--- src/rtl/psum_drain_ctrl.sv ---
// Drains psum vectors from the corelet output FIFO into the psum SRAM at
// consecutive addresses, counting against a programmed length.
module psum_drain_ctrl #(
   parameter int unsigned psum_bw = 16,
   parameter int unsigned col     = 8,
   parameter int unsigned addr_w  = 11,
   parameter int unsigned len_w   = 11
) (
   input  logic                     clk,
   input  logic                     reset,
   input  logic                     start,
   input  logic [addr_w-1:0]        base_addr,
   input  logic [len_w-1:0]         num_vec,
   input  logic                     ofifo_valid,
   input  logic [psum_bw*col-1:0]   psum_in,
   output logic                     ofifo_rd,
   output logic                     sram_cen,
   output logic                     sram_wen,
   output logic [addr_w-1:0]        sram_addr,
   output logic [psum_bw*col-1:0]   sram_d,
   output logic                     busy,
   output logic                     done
);

   localparam int unsigned DW = psum_bw * col;

   typedef enum logic [1:0] {
      IDLE  = 2'd0,
      DRAIN = 2'd1,
      DONE  = 2'd2
   } state_t;

   state_t            r_state;
   state_t            w_next;
   logic              w_rd;
   logic              w_wr_last;
   logic [addr_w-1:0] r_base;
   logic [len_w-1:0]  r_num_vec;
   logic [len_w-1:0]  r_rd_cnt;
   logic [len_w-1:0]  r_wr_cnt;
   logic              r_sram_cen;
   logic              r_sram_wen;
   logic [addr_w-1:0] r_sram_addr;
   logic [DW-1:0]     r_sram_d;
   logic              r_busy;
   logic              r_done;

   // A write is in flight this cycle whenever the previous cycle popped
   assign w_wr_last = !r_sram_cen && ((r_wr_cnt + len_w'(1)) == r_num_vec);

   always_ff @(posedge clk or negedge reset) begin
      if (!reset) r_state <= IDLE;
      else        r_state <= w_next;
   end

   always_comb begin
      w_next = r_state;
      w_rd   = 1'b0;
      case (r_state)
         IDLE: begin
            if (start) w_next = (num_vec == '0) ? DONE : DRAIN;
         end
         DRAIN: begin
            w_rd = ofifo_valid && (r_rd_cnt < r_num_vec);
            if (w_wr_last) w_next = DONE;
         end
         DONE: begin
            w_next = IDLE;
         end
         default: begin
            w_next = IDLE;
         end
      endcase
   end

   // Pop in cycle t lands on the SRAM port in t+1; the address is taken from
   // the pop count, which equals the write count of that same vector.
   always_ff @(posedge clk or negedge reset) begin
      if (!reset) begin
         r_base      <= '0;
         r_num_vec   <= '0;
         r_rd_cnt    <= '0;
         r_wr_cnt    <= '0;
         r_sram_cen  <= 1'b1;
         r_sram_wen  <= 1'b1;
         r_sram_addr <= '0;
         r_sram_d    <= '0;
         r_busy      <= 1'b0;
         r_done      <= 1'b0;
      end else begin
         r_busy     <= (w_next != IDLE);
         r_done     <= (w_next == DONE);
         r_sram_cen <= !w_rd;
         r_sram_wen <= !w_rd;
         if ((r_state == IDLE) && start) begin
            r_base    <= base_addr;
            r_num_vec <= num_vec;
            r_rd_cnt  <= '0;
            r_wr_cnt  <= '0;
         end
         if (w_rd) begin
            r_rd_cnt    <= r_rd_cnt + len_w'(1);
            r_sram_d    <= psum_in;
            r_sram_addr <= r_base + addr_w'(r_rd_cnt);
         end
         if (!r_sram_cen) r_wr_cnt <= r_wr_cnt + len_w'(1);
      end
   end

   assign ofifo_rd  = w_rd;
   assign sram_cen  = r_sram_cen;
   assign sram_wen  = r_sram_wen;
   assign sram_addr = r_sram_addr;
   assign sram_d    = r_sram_d;
   assign busy      = r_busy;
   assign done      = r_done;

endmodule

--- config.mk ---
export PLATFORM = sky130hd
export DESIGN_NAME = psum_drain_ctrl
export DESIGN_NICKNAME = d
export VERILOG_FILES = /design/src/rtl/psum_drain_ctrl.sv
export SDC_FILE = /design/constraint.sdc
export NUM_CORES = 1
export LEC_CHECK = 0
export BUFFER_PORTS_ARGS = -buffer_cell sky130_fd_sc_hd__buf_4
export CAP_MARGIN = 20
export CELL_PAD_IN_SITES_DETAIL_PLACEMENT = 1
export CELL_PAD_IN_SITES_GLOBAL_PLACEMENT = 2
export CORE_ASPECT_RATIO = 1.1
export CORE_MARGIN = 4
export CORE_UTILIZATION = 31
export DETAILED_ROUTE_END_ITERATION = 6
export GPL_TIMING_DRIVEN = 0
export PLACE_DENSITY = 0.76
export SETUP_SLACK_MARGIN = 0.05
export SYNTH_ARGS = -nofsm -noshare
export SYNTH_HDL_FRONTEND = slang
export SYNTH_SLANG_ARGS = --single-unit
--- constraint.sdc ---
create_clock -name clk -period 3.36 [get_ports clk]
set_input_delay 0.168 -clock clk [delete_from_list [all_inputs] [get_ports clk]]
set_output_delay 0.168 -clock clk [all_outputs]
set_load 0.02 [all_outputs]
==> metrics.md, run 1 <==
| Metric | Value |
|---|---|
| Leading area contributor after synthesis | `sky130_fd_sc_hd__dfrtp_1` |
| Total setup violations reported at the end of the flow | `0` |
| Register cell area after layout | `0.00471 sq mm` |
| Aggregate negative setup slack | `0 ns` |
| Largest cells by area after synthesis | `sky130_fd_sc_hd__dfrtp_1 56%, sky130_fd_sc_hd__mux2_2 17%, sky130_fd_sc_hd__nand2_1 3.7%` |
| Cell Pwr Density | `507 mW/mm^2` |
| Number of iterations in the first detailed-routing pass | `4` |
| Number of buffers on the longest clock path | `2` |
| Transition time of the tightest slew-check pin | `0.754 ns` |
| Share of layout cells above drive strength 1 | `0.422` |
| Number of placed instances with taps included | `1327` |
| Core Box Area | `0.0263 sq mm` |
| Hold_sp | `num_vec[6]` |
| Post-detailed-route count of antenna-violating nets | `0` |
| Worst Setup Start Kind | `flip-flop` |
| Peak clock frequency supported by timing | `0.328 GHz` |
| Via count of the first global-routing pass | `8364` |
| Slew Limit Headroom | `0.497` |
| Routed wire length | `29100 um` |
| Vias per std cell | `4.71` |
| DRC violations left | `0` |
| IO Port Bufs | `297` |
| Crit Path Category | `reg -> out` |
| Share of synthesized flip-flops with an asynchronous set or reset | `1.00` |
| Number of distinct library cells after synthesis | `53` |
| Start of the worst register-to-register path | `r_rd_cnt[2]` |
| Post-Syn Area | `0.00832 sq mm` |
| Via count | `7131` |
| Depth of the most critical reg-to-reg path | `9` |
| Capture point of the worst reg-to-reg path | `sram_addr[4]` |
| Deepest level of the CTS H-tree | `4` |
| Leading cell type by number of instances after synthesis | `sky130_fd_sc_hd__dfrtp_1` |
| Global Route Usage Sum | `0.201` |
| Post-detailed-placement half-perimeter wirelength | `20100 um` |
| Clock Root Buffer | `sky130_fd_sc_hd__clkbuf_16` |
| DIE AREA | `0.0295 sq mm` |
| FP Rows | `62` |
| Avg WL per Cell | `19.2 um` |
| Type of the tightest min-delay check | `in -> reg` |
| Number of enable flip-flop cells after synthesis | `0` |
| Leakage power figure | `6.23 nW` |
| Global-route wire length before repair | `46700 um` |
| Portion of the post-synthesis area used by sequential elements | `0.566` |
| CP required | `3.19 ns` |
| Number of storage elements in the synthesis netlist | `188` |
| Total of max-cap violations | `0` |
| Hold Slack | `0.0364 ns` |
| Final clock period utilization by the worst path | `0.906` |
| Pins over their slew limit | `0` |
| Setup slack, reg-to-reg | `0.44 ns` |
| WP data arrival | `2.88 ns` |
| Die Y-Extent | `180 um` |
| Setup repair after global routing missed its margin | `false` |
| Post-route insts no fill | `1513` |
| Clock period minus final worst setup slack | `3.04 ns` |
| Number of antenna violations at the first check in global routing | `4` |
| CTS tree | `built` |
| First DRT Iteration DRCs | `200` |
| GPL Wtd Cong | `0.763` |
| Clock Latency Late Sink | `0.43 ns` |
| Grt ovf | `0` |
| End of the worst hold path | `r_num_vec[6]` |
| Maximum fanout encountered on the critical timing path | `10` |
| Result of the run | `finished, final reports clean` |
| Final hold vios | `0` |
| # IOs | `298` |
| Worst IR Drop VDD | `0.333 mV` |
| Number of instances in the synthesized netlist | `677` |
| Most used flip-flop cell after synthesis | `sky130_fd_sc_hd__dfrtp_1` |
| Starting density of the core | `0.316` |
| Floorplan die width | `164 um` |
| CTS clock-pin slew for the worst setup and hold paths | `0.07 ns` |
| Syn avg cell area | `12.3 sq um` |
| Ranking of synthesized cells by instance count | `187 x sky130_fd_sc_hd__dfrtp_1, 129 x sky130_fd_sc_hd__mux2_2, 81 x sky130_fd_sc_hd__nand2_1` |
| Relative area change from synthesis to final layout | `58.9%` |
| Proportion of netlist area held by the largest area contributor | `0.563` |
| # clock sinks | `188` |
| Net count after synthesis | `854` |
| Number of instances on the worst hold path | `3` |
| Setup Buffers After CTS | `0` |
| Synthesis warning total | `0` |
| Critical path endpoint category | `output pin` |
| Area of the multi-input gates | `0.00338 sq mm` |
| Maximum number of pins on one net before global-route repair | `113` |
| Net count of the finished layout | `1321` |
| Fill cell instance count of the final layout | `2749` |
| Number of buffers created by CTS | `17` |
| Post-Route Skew | `0.0176 ns` |
[final cells by class]
type / count / share of cell area
clock buffer: 20 / 0.0338
buffer: 33 / 0.0118
tap: 352 / 0.0333
clock inverter: 12 / 0.0172
multi-input combinational: 435 / 0.256
sequential: 188 / 0.356
timing repair buffer: 448 / 0.285
antenna: 4 / 0.000757
inverter: 21 / 0.00596
[worst max-delay path, stage by stage, from the launching register on]
cell,delay [ns]
sky130_fd_sc_hd__dfrtp_1,0.41
sky130_fd_sc_hd__inv_1,0.13
sky130_fd_sc_hd__ha_1,0.32
sky130_fd_sc_hd__a21o_1,0.16
sky130_fd_sc_hd__a21o_1,0.20
sky130_fd_sc_hd__a2111oi_4,0.42
sky130_fd_sc_hd__o211ai_4,0.23
sky130_fd_sc_hd__buf_2,0.27
sky130_fd_sc_hd__inv_1,0.14
sky130_fd_sc_hd__buf_4,0.17
[kinds of logic after synthesis]
logic type,share of synthesized area
buffers and inverters,0.0283
adders and majority gates,0.0355
DFF,0.566
xor gates and xnor gates,0.0293
and+or+nand+nor,0.0945
AOI/OAI and AO/OA,0.0695
muxes,0.177
[metal layers]
layer / global-route usage / vias up / wire length (um)
met5: 0 / - / 0
met3: 0.0579 / 46 / 1710
met1: 0.231 / 3576 / 11200
met4: 0.0685 / 0 / 868
met2: 0.357 / 202 / 15300
li1: - / 3307 / -
[power by group]
part	internal, mW	switching, mW
combinational	0.820	0.818
sequential	2.52	0.206
clock	1.43	0.908
[what timing repair did]
| item | 4_1_cts | 5_1_grt |
|---|---|---|
| hold buffers | 150 | 0 |
| endpoints found under the hold margin | 225 | 0 |
| gates resized for setup | 0 | 1 |
| endpoints found under the setup margin | 0 | 1 |
[state kept, by name, indices dropped and copies added (netlist names)]
signal,cells
busy,1
sram_d,128
r_state,2
r_num_vec,11
sram_addr,11
done,1
r_rd_cnt,11
sram_wen,1
r_base,11
r_wr_cnt,11
[layout by cell type, fill, tap and decap left out, types with 3 or more instances in the layout]
cell	instances
sky130_fd_sc_hd__or2_2	3
sky130_fd_sc_hd__dfrtp_1	187
sky130_fd_sc_hd__nor4_1	4
sky130_fd_sc_hd__nor2_1	20
sky130_fd_sc_hd__a21o_1	3
sky130_fd_sc_hd__o21ai_0	39
sky130_fd_sc_hd__a211o_1	8
sky130_fd_sc_hd__buf_4	297
sky130_fd_sc_hd__xnor2_1	12
sky130_fd_sc_hd__nand2_1	81
sky130_fd_sc_hd__buf_2	17
sky130_fd_sc_hd__clkbuf_1	16
sky130_fd_sc_hd__diode_2	4
sky130_fd_sc_hd__inv_6	4
sky130_fd_sc_hd__and2_1	3
sky130_fd_sc_hd__nor3b_1	4
sky130_fd_sc_hd__inv_1	21
sky130_fd_sc_hd__bufinv_16	6
sky130_fd_sc_hd__and4_1	3
sky130_fd_sc_hd__mux2_2	129
sky130_fd_sc_hd__clkbuf_16	17
sky130_fd_sc_hd__dlygate4sd3_1	150
sky130_fd_sc_hd__nand3_1	23
sky130_fd_sc_hd__xor2_1	14
sky130_fd_sc_hd__nand4_1	4
sky130_fd_sc_hd__a21oi_1	10
sky130_fd_sc_hd__nor3_1	13
sky130_fd_sc_hd__ha_1	22
sky130_fd_sc_hd__or3_1	5
[metrics by stage]
stage	power, mW	setup WS [ns]	utilization	area [sq um]
4_1_cts	6.78	0.102	0.502	13200
3_3_place_gp	4.21	0.318	0.418	11000
2_1_floorplan	3.54	0.969	-	8320
6_report	6.70	0.315	0.503	13200
3_5_place_dp	4.26	0.289	0.419	11000
5_1_grt	7.06	0.122	0.503	13200
[worst max path at each step]
stage / from / end / slack [ns]
after floorplan: r_num_vec[8] / r_rd_cnt[10] / 0.97
after global placement: r_rd_cnt[2] / r_rd_cnt[1] / 0.32
after detailed placement: r_rd_cnt[2] / sram_addr[4] / 0.29
after CTS: r_num_vec[8] / ofifo_rd / 0.10
after global routing: r_num_vec[8] / ofifo_rd / 0.12
final: r_num_vec[8] / ofifo_rd / 0.32
No activity file was read; power rests on OpenSTA's default activity.
==> run 2, diff against run 1 <==
--- a/config.mk
+++ b/config.mk
@@ -7,14 +7,14 @@
 export LEC_CHECK = 0
 export BUFFER_PORTS_ARGS = -buffer_cell sky130_fd_sc_hd__buf_4
 export CAP_MARGIN = 20
-export CELL_PAD_IN_SITES_DETAIL_PLACEMENT = 1
-export CELL_PAD_IN_SITES_GLOBAL_PLACEMENT = 2
+export CELL_PAD_IN_SITES_DETAIL_PLACEMENT = 0
+export CELL_PAD_IN_SITES_GLOBAL_PLACEMENT = 1
 export CORE_ASPECT_RATIO = 1.1
 export CORE_MARGIN = 4
-export CORE_UTILIZATION = 31
+export CORE_UTILIZATION = 39
 export DETAILED_ROUTE_END_ITERATION = 6
 export GPL_TIMING_DRIVEN = 0
-export PLACE_DENSITY = 0.76
+export PLACE_DENSITY = 0.78
 export SETUP_SLACK_MARGIN = 0.05
 export SYNTH_ARGS = -nofsm -noshare
 export SYNTH_HDL_FRONTEND = slang
==> metrics.md, run 2 (same netlist as run 1, synthesis figures left out) <==
| Metric | Value |
|---|---|
| CTS tree | `built (unchanged)` |
| WP data arrival | `2.83 ns (was 2.88 ns)` |
| GPL Wtd Cong | `0.813 (was 0.763)` |
| Final hold vios | `0 (unchanged)` |
| Global Route Usage Sum | `0.213 (was 0.201)` |
| Result of the run | `finished, final reports clean (unchanged)` |
| CTS clock-pin slew for the worst setup and hold paths | `0.08 ns (was 0.07 ns)` |
| Setup slack, reg-to-reg | `0.56 ns (was 0.44 ns)` |
| Number of antenna violations at the first check in global routing | `0 (was 4)` |
| CP required | `3.19 ns (about the same)` |
| Crit Path Category | `reg -> out (unchanged)` |
| Post-detailed-route count of antenna-violating nets | `0 (unchanged)` |
| Number of antenna repair diodes | `0 (was 4)` |
| FP Rows | `55 (was 62)` |
| Post-detailed-placement half-perimeter wirelength | `17500 um (was 20100 um)` |
| Share of layout cells above drive strength 1 | `0.422 (about the same)` |
| Maximum number of pins on one net before global-route repair | `109 (was 113)` |
| Total setup violations reported at the end of the flow | `0 (unchanged)` |
| Relative area change from synthesis to final layout | `56.9% (was 58.9%)` |
| Number of iterations in the first detailed-routing pass | `4 (unchanged)` |
| Maximum fanout encountered on the critical timing path | `10 (unchanged)` |
| Capture point of the worst reg-to-reg path | `sram_addr[7] (was sram_addr[4])` |
| Clock Root Buffer | `sky130_fd_sc_hd__clkbuf_16 (unchanged)` |
| Post-route insts no fill | `1444 (was 1513)` |
| Net count of the finished layout | `1323 (was 1321)` |
| Cell area reported after detailed placement | `0.0109 sq mm (was 0.0110 sq mm)` |
| Peak clock frequency supported by timing | `0.333 GHz (was 0.328 GHz)` |
| Aggregate negative setup slack | `0 ns (unchanged)` |
| Grt ovf | `0 (unchanged)` |
| Starting density of the core | `0.400 (was 0.316)` |
| Pins over their slew limit | `0 (unchanged)` |
| Floorplan die width | `147 um (was 164 um)` |
| Commonest cells after routing, fill and taps aside | `297 x sky130_fd_sc_hd__buf_4, 187 x sky130_fd_sc_hd__dfrtp_1, 152 x sky130_fd_sc_hd__dlygate4sd3_1 (was 297 x sky130_fd_sc_hd__buf_4, 187 x sky130_fd_sc_hd__dfrtp_1, 150 x sky130_fd_sc_hd__dlygate4sd3_1)` |
| Global-route wire length before repair | `40100 um (was 46700 um)` |
| Slew Limit Headroom | `0.549 (was 0.497)` |
| DIE AREA | `0.0237 sq mm (was 0.0295 sq mm)` |
| Leakage power figure | `6.20 nW (was 6.23 nW)` |
| Routed wire length | `25100 um (was 29100 um)` |
| Worst IR Drop VDD | `0.332 mV (was 0.333 mV)` |
| IO Port Bufs | `297 (unchanged)` |
| Via count | `6920 (was 7131)` |
| Flip-flop count of the largest register, all copies and words added | `128 (unchanged)` |
| Core Box Area | `0.0208 sq mm (was 0.0263 sq mm)` |
| DRC violations left | `0 (unchanged)` |
| Cell Pwr Density | `483 mW/mm^2 (was 507 mW/mm^2)` |
| Deepest level of the CTS H-tree | `4 (unchanged)` |
| Depth of the most critical reg-to-reg path | `10 (was 9)` |
| Transition time of the tightest slew-check pin | `0.677 ns (was 0.754 ns)` |
| Setup repair after global routing missed its margin | `false (unchanged)` |
| # IOs | `298 (unchanged)` |
| Post-Route Skew | `0.0197 ns (was 0.0176 ns)` |
| Critical path endpoint category | `output pin (unchanged)` |
| Worst Setup Start Kind | `flip-flop (unchanged)` |
| Total of max-cap violations | `0 (unchanged)` |
| Avg WL per Cell | `17.4 um (was 19.2 um)` |
| Number of placed instances with taps included | `1260 (was 1327)` |
| Final clock period utilization by the worst path | `0.893 (was 0.906)` |
| Type of the tightest min-delay check | `in -> async (was in -> reg)` |
| # clock sinks | `188 (unchanged)` |
| Via count of the first global-routing pass | `7558 (was 8364)` |
| Die Y-Extent | `161 um (was 180 um)` |
| Start of the worst register-to-register path | `r_num_vec[8] (was r_rd_cnt[2])` |
| Leading cell type in the layout, fill and taps excluded | `sky130_fd_sc_hd__buf_4 (unchanged)` |
| Clock Latency Late Sink | `0.43 ns (about the same)` |
| Number of buffers created by CTS | `17 (unchanged)` |
| First DRT Iteration DRCs | `258 (was 200)` |
| Number of buffers on the longest clock path | `2 (unchanged)` |
| Clock period minus final worst setup slack | `3.00 ns (was 3.04 ns)` |
| Vias per std cell | `4.79 (was 4.71)` |
| Cell area after layout | `0.0131 sq mm (was 0.0132 sq mm)` |
-- run 2: changes by cell type in the layout (fill, tap and decap cells not counted), sizes merged --
| cell | change |
|---|---|
| dlygate4sd3 | +2 |
| clkinv | +6 |
| diode | -4 |
| bufinv | -6 |
| inv | +2 |
| clkbuf | -2 |
-- run 2: power by group --
part           switching, mW  total [mW]  internal [mW]
combinational          0.786        1.61          0.820
sequential             0.192        2.71           2.52
clock                  0.988        1.98          0.994
-- run 2: critical path: stages (launching register included) --
cell and delay, ns:
sky130_fd_sc_hd__dfrtp_1 0.39, sky130_fd_sc_hd__inv_1 0.11, sky130_fd_sc_hd__ha_1 0.31, sky130_fd_sc_hd__a21o_1 0.16, sky130_fd_sc_hd__a21o_1 0.20, sky130_fd_sc_hd__a2111oi_4 0.42, sky130_fd_sc_hd__o211ai_4 0.24, sky130_fd_sc_hd__buf_2 0.27
sky130_fd_sc_hd__inv_1 0.14, sky130_fd_sc_hd__buf_4 0.17
-- run 2: worst max-delay path by stage --
stage               cells past startpoint            to  slack, ns    startpoint
CTS                                     9      ofifo_rd       0.14  r_num_vec[8]
finish                                  9      ofifo_rd       0.36  r_num_vec[8]
floorplan                               9  r_rd_cnt[10]       0.97  r_num_vec[8]
detailed placement                      8   sram_d[123]       0.39   r_rd_cnt[2]
global route                            9      ofifo_rd       0.16  r_num_vec[8]
global placement                        8   r_rd_cnt[1]       0.39   r_rd_cnt[2]
-- run 2: through the flow --
| stage | hold slack (ns) | power, mW | util | setup WS [ns] |
|---|---|---|---|---|
| floorplan | -0.128 | 3.54 | - | 0.969 |
| global placement | 0.360 | 4.19 | 0.525 | 0.387 |
| detailed placement | 0.208 | 4.22 | 0.526 | 0.394 |
| CTS | 0.331 | 6.36 | 0.628 | 0.144 |
| global route | 0.376 | 6.63 | 0.628 | 0.160 |
| finish | 0.289 | 6.30 | 0.628 | 0.358 |
-- run 2: what timing repair did --
| item | CTS | global route |
|---|---|---|
| hold endpoints to repair | 230 | 0 |
| setup endpoints to repair | 0 | 1 |
| resized for setup | 0 | 1 |
| setup buffers | 0 | 0 |
| hold buffers | 152 | 0 |
-- run 2: area by class of cell --
| cell class | count | area, sq um |
|---|---|---|
| Fill cell | 1632 | 7730 |
| Sequential cell | 188 | 4710 |
| Timing Repair Buffer | 450 | 3790 |
| Multi-Input combinational cell | 435 | 3380 |
| Clock buffer | 18 | 429 |
| Tap cell | 285 | 357 |
| Buffer | 33 | 156 |
| Clock inverter | 14 | 153 |
| Inverter | 21 | 78.8 |
-- run 2: per-layer routing --
layer	up-vias	share of wire	GRT usage
li1	3312	-	-
met1	3349	0.39	0.246
met2	216	0.51	0.374
met3	43	0.062	0.0609
met4	0	0.029	0.0792
met5	-	0	0
==> run 3, diff against run 2 <==
--- a/config.mk
+++ b/config.mk
@@ -14,7 +14,7 @@
 export CORE_UTILIZATION = 39
 export DETAILED_ROUTE_END_ITERATION = 6
 export GPL_TIMING_DRIVEN = 0
-export PLACE_DENSITY = 0.78
+export PLACE_DENSITY_LB_ADDON = 0.05
 export SETUP_SLACK_MARGIN = 0.05
 export SYNTH_ARGS = -nofsm -noshare
 export SYNTH_HDL_FRONTEND = slang
==> metrics.md, run 3 (same netlist as run 1, synthesis figures left out) <==
| Metric | Value |
|---|---|
| Slew Limit Headroom | `0.499 (was 0.549)` |
| CP required | `3.19 ns (about the same)` |
| FP Rows | `55 (unchanged)` |
| Post-CTS sizing | `0 (unchanged)` |
| Result of the run | `finished, final reports clean (unchanged)` |
| Leakage power figure | `6.21 nW (was 6.20 nW)` |
| Post-detailed-placement half-perimeter wirelength | `18300 um (was 17500 um)` |
| Setup repair after global routing missed its margin | `false (unchanged)` |
| Post-Route Skew | `0.0149 ns (was 0.0197 ns)` |
| Flip-flop count of the largest register, all copies and words added | `128 (unchanged)` |
| Hold Slack | `0.280 ns (was 0.289 ns)` |
| Commonest cells after routing, fill and taps aside | `297 x sky130_fd_sc_hd__buf_4, 187 x sky130_fd_sc_hd__dfrtp_1, 152 x sky130_fd_sc_hd__dlygate4sd3_1 (unchanged)` |
| Via count of the first global-routing pass | `7497 (was 7558)` |
| Grt ovf | `0 (unchanged)` |
| Type of the tightest min-delay check | `in -> async (unchanged)` |
| DIE AREA | `0.0237 sq mm (unchanged)` |
| Floorplan die width | `147 um (unchanged)` |
| Share of layout cells above drive strength 1 | `0.422 (about the same)` |
| Peak clock frequency supported by timing | `0.324 GHz (was 0.333 GHz)` |
| Via count | `6932 (was 6920)` |
| Cell Pwr Density | `488 mW/mm^2 (was 483 mW/mm^2)` |
| Clock Root Buffer | `sky130_fd_sc_hd__clkbuf_16 (unchanged)` |
| First DRT Iteration DRCs | `181 (was 258)` |
| CTS tree | `built (unchanged)` |
| Number of buffers created by CTS | `17 (unchanged)` |
| Final hold vios | `0 (unchanged)` |
| Number of antenna violations at the first check in global routing | `1 (was 0)` |
| WP data arrival | `2.92 ns (was 2.83 ns)` |
| Leading cell type in the layout, fill and taps excluded | `sky130_fd_sc_hd__buf_4 (unchanged)` |
| Transition time of the tightest slew-check pin | `0.745 ns (was 0.677 ns)` |
| Relative area change from synthesis to final layout | `56.9% (about the same)` |
| Clock Latency Late Sink | `0.43 ns (about the same)` |
| Worst IR Drop VDD | `0.327 mV (was 0.332 mV)` |
| Clock period minus final worst setup slack | `3.09 ns (was 3.00 ns)` |
| # IOs | `298 (unchanged)` |
| Routed wire length | `25300 um (was 25100 um)` |
| Aggregate negative setup slack | `0 ns (unchanged)` |
| Fill cell instance count of the final layout | `1709 (was 1632)` |
| Die Y-Extent | `161 um (unchanged)` |
| Worst Setup Start Kind | `flip-flop (unchanged)` |
| Post-placement worst setup slack | `0.451 ns (was 0.394 ns)` |
| Vias per std cell | `4.80 (was 4.79)` |
| Net count of the finished layout | `1323 (unchanged)` |
| Register cell area after layout | `0.00471 sq mm (unchanged)` |
| Critical path endpoint category | `output pin (unchanged)` |
| Starting density of the core | `0.400 (unchanged)` |
| Final Worst Setup Slack | `0.271 ns (was 0.358 ns)` |
| Core Box Area | `0.0208 sq mm (unchanged)` |
| Post-route insts no fill | `1444 (unchanged)` |
| Number of placed instances with taps included | `1260 (unchanged)` |
| Maximum number of pins on one net before global-route repair | `109 (unchanged)` |
| Area of the multi-input gates | `0.00338 sq mm (about the same)` |
| Maximum fanout encountered on the critical timing path | `10 (unchanged)` |
| Global-route wire length before repair | `40100 um (about the same)` |
| GPL Wtd Cong | `0.777 (was 0.813)` |
| IO Port Bufs | `297 (unchanged)` |
| DRC violations left | `0 (unchanged)` |
| Deepest level of the CTS H-tree | `4 (unchanged)` |
| Global Route Usage Sum | `0.213 (about the same)` |
| Total setup violations reported at the end of the flow | `0 (unchanged)` |
| Pins over their slew limit | `0 (unchanged)` |
| Total of max-cap violations | `0 (unchanged)` |
| Avg WL per Cell | `17.6 um (was 17.4 um)` |
| # clock sinks | `188 (unchanged)` |
| Crit Path Category | `reg -> out (unchanged)` |
| Post-detailed-route count of antenna-violating nets | `0 (unchanged)` |
| Number of iterations in the first detailed-routing pass | `4 (unchanged)` |
| CTS clock-pin slew for the worst setup and hold paths | `0.07 ns (was 0.08 ns)` |
| Final clock period utilization by the worst path | `0.919 (was 0.893)` |
| Number of buffers on the longest clock path | `2 (unchanged)` |
-- run 3: changes by cell type in the layout (fill, tap and decap cells not counted), sizes merged --
cell      before  now
inv           27   32
clkinvlp       1    0
bufinv         0    1
clkinv         7    1
diode          0    1
-- run 3: power by group --
group | switching [mW] | internal (mW)
Clock | 0.964 | 1.08
Sequential | 0.201 | 2.52
Combinational | 0.784 | 0.820
-- run 3: layout make-up --
type                       count  area share
antenna                        1    0.000192
buffer                        33      0.0120
clock buffer                  18      0.0337
clock inverter                13      0.0111
inverter                      21     0.00604
multi-input combinational    435       0.259
sequential                   188       0.361
tap                          285      0.0273
timing repair buffer         450       0.290
-- run 3: what timing repair did --
action | 4_1_cts | 5_1_grt
hold buffers | 152 | 0
buffers inserted | 0 | 0
hold endpoints to repair | 231 | 0
-- run 3: stage by stage --
| step | util | area, sq um | power, mW |
|---|---|---|---|
| after CTS | 0.628 | 13000 | 6.46 |
| after floorplan | - | 8320 | 3.54 |
| after global placement | 0.525 | 10900 | 4.22 |
| after global routing | 0.628 | 13000 | 6.71 |
| after detailed placement | 0.526 | 10900 | 4.24 |
| final | 0.628 | 13000 | 6.37 |
-- run 3: critical path: stages, from the launching register on --
cell and delay, ns:
sky130_fd_sc_hd__dfrtp_1 0.40, sky130_fd_sc_hd__inv_1 0.13, sky130_fd_sc_hd__ha_1 0.32, sky130_fd_sc_hd__a21o_1 0.16, sky130_fd_sc_hd__a21o_1 0.20, sky130_fd_sc_hd__a2111oi_4 0.36, sky130_fd_sc_hd__o211ai_2 0.31, sky130_fd_sc_hd__buf_2 0.29
sky130_fd_sc_hd__inv_1 0.14, sky130_fd_sc_hd__buf_4 0.17
-- run 3: path summary, 6_finish.rpt --
path                              start           end  slack (ns)  cells after the start
min reg2reg                  r_state[1]          busy        0.46                      1
min                               reset     r_base[2]        0.28                      2
max in group asynchronous         reset    sram_d[25]        2.12                      3
min in group clk             r_state[1]          busy        0.46                      1
max reg2reg                r_num_vec[8]  sram_addr[7]        0.53                     10
max                        r_num_vec[8]      ofifo_rd        0.27                      9
-- run 3: metal layers --
layer	vias to the layer above	wire, um	global-route usage
met5	-	0	0
met4	0	739	0.0797
met3	47	1620	0.0626
met2	212	13100	0.374
met1	3367	9870	0.247
li1	3306	-	-
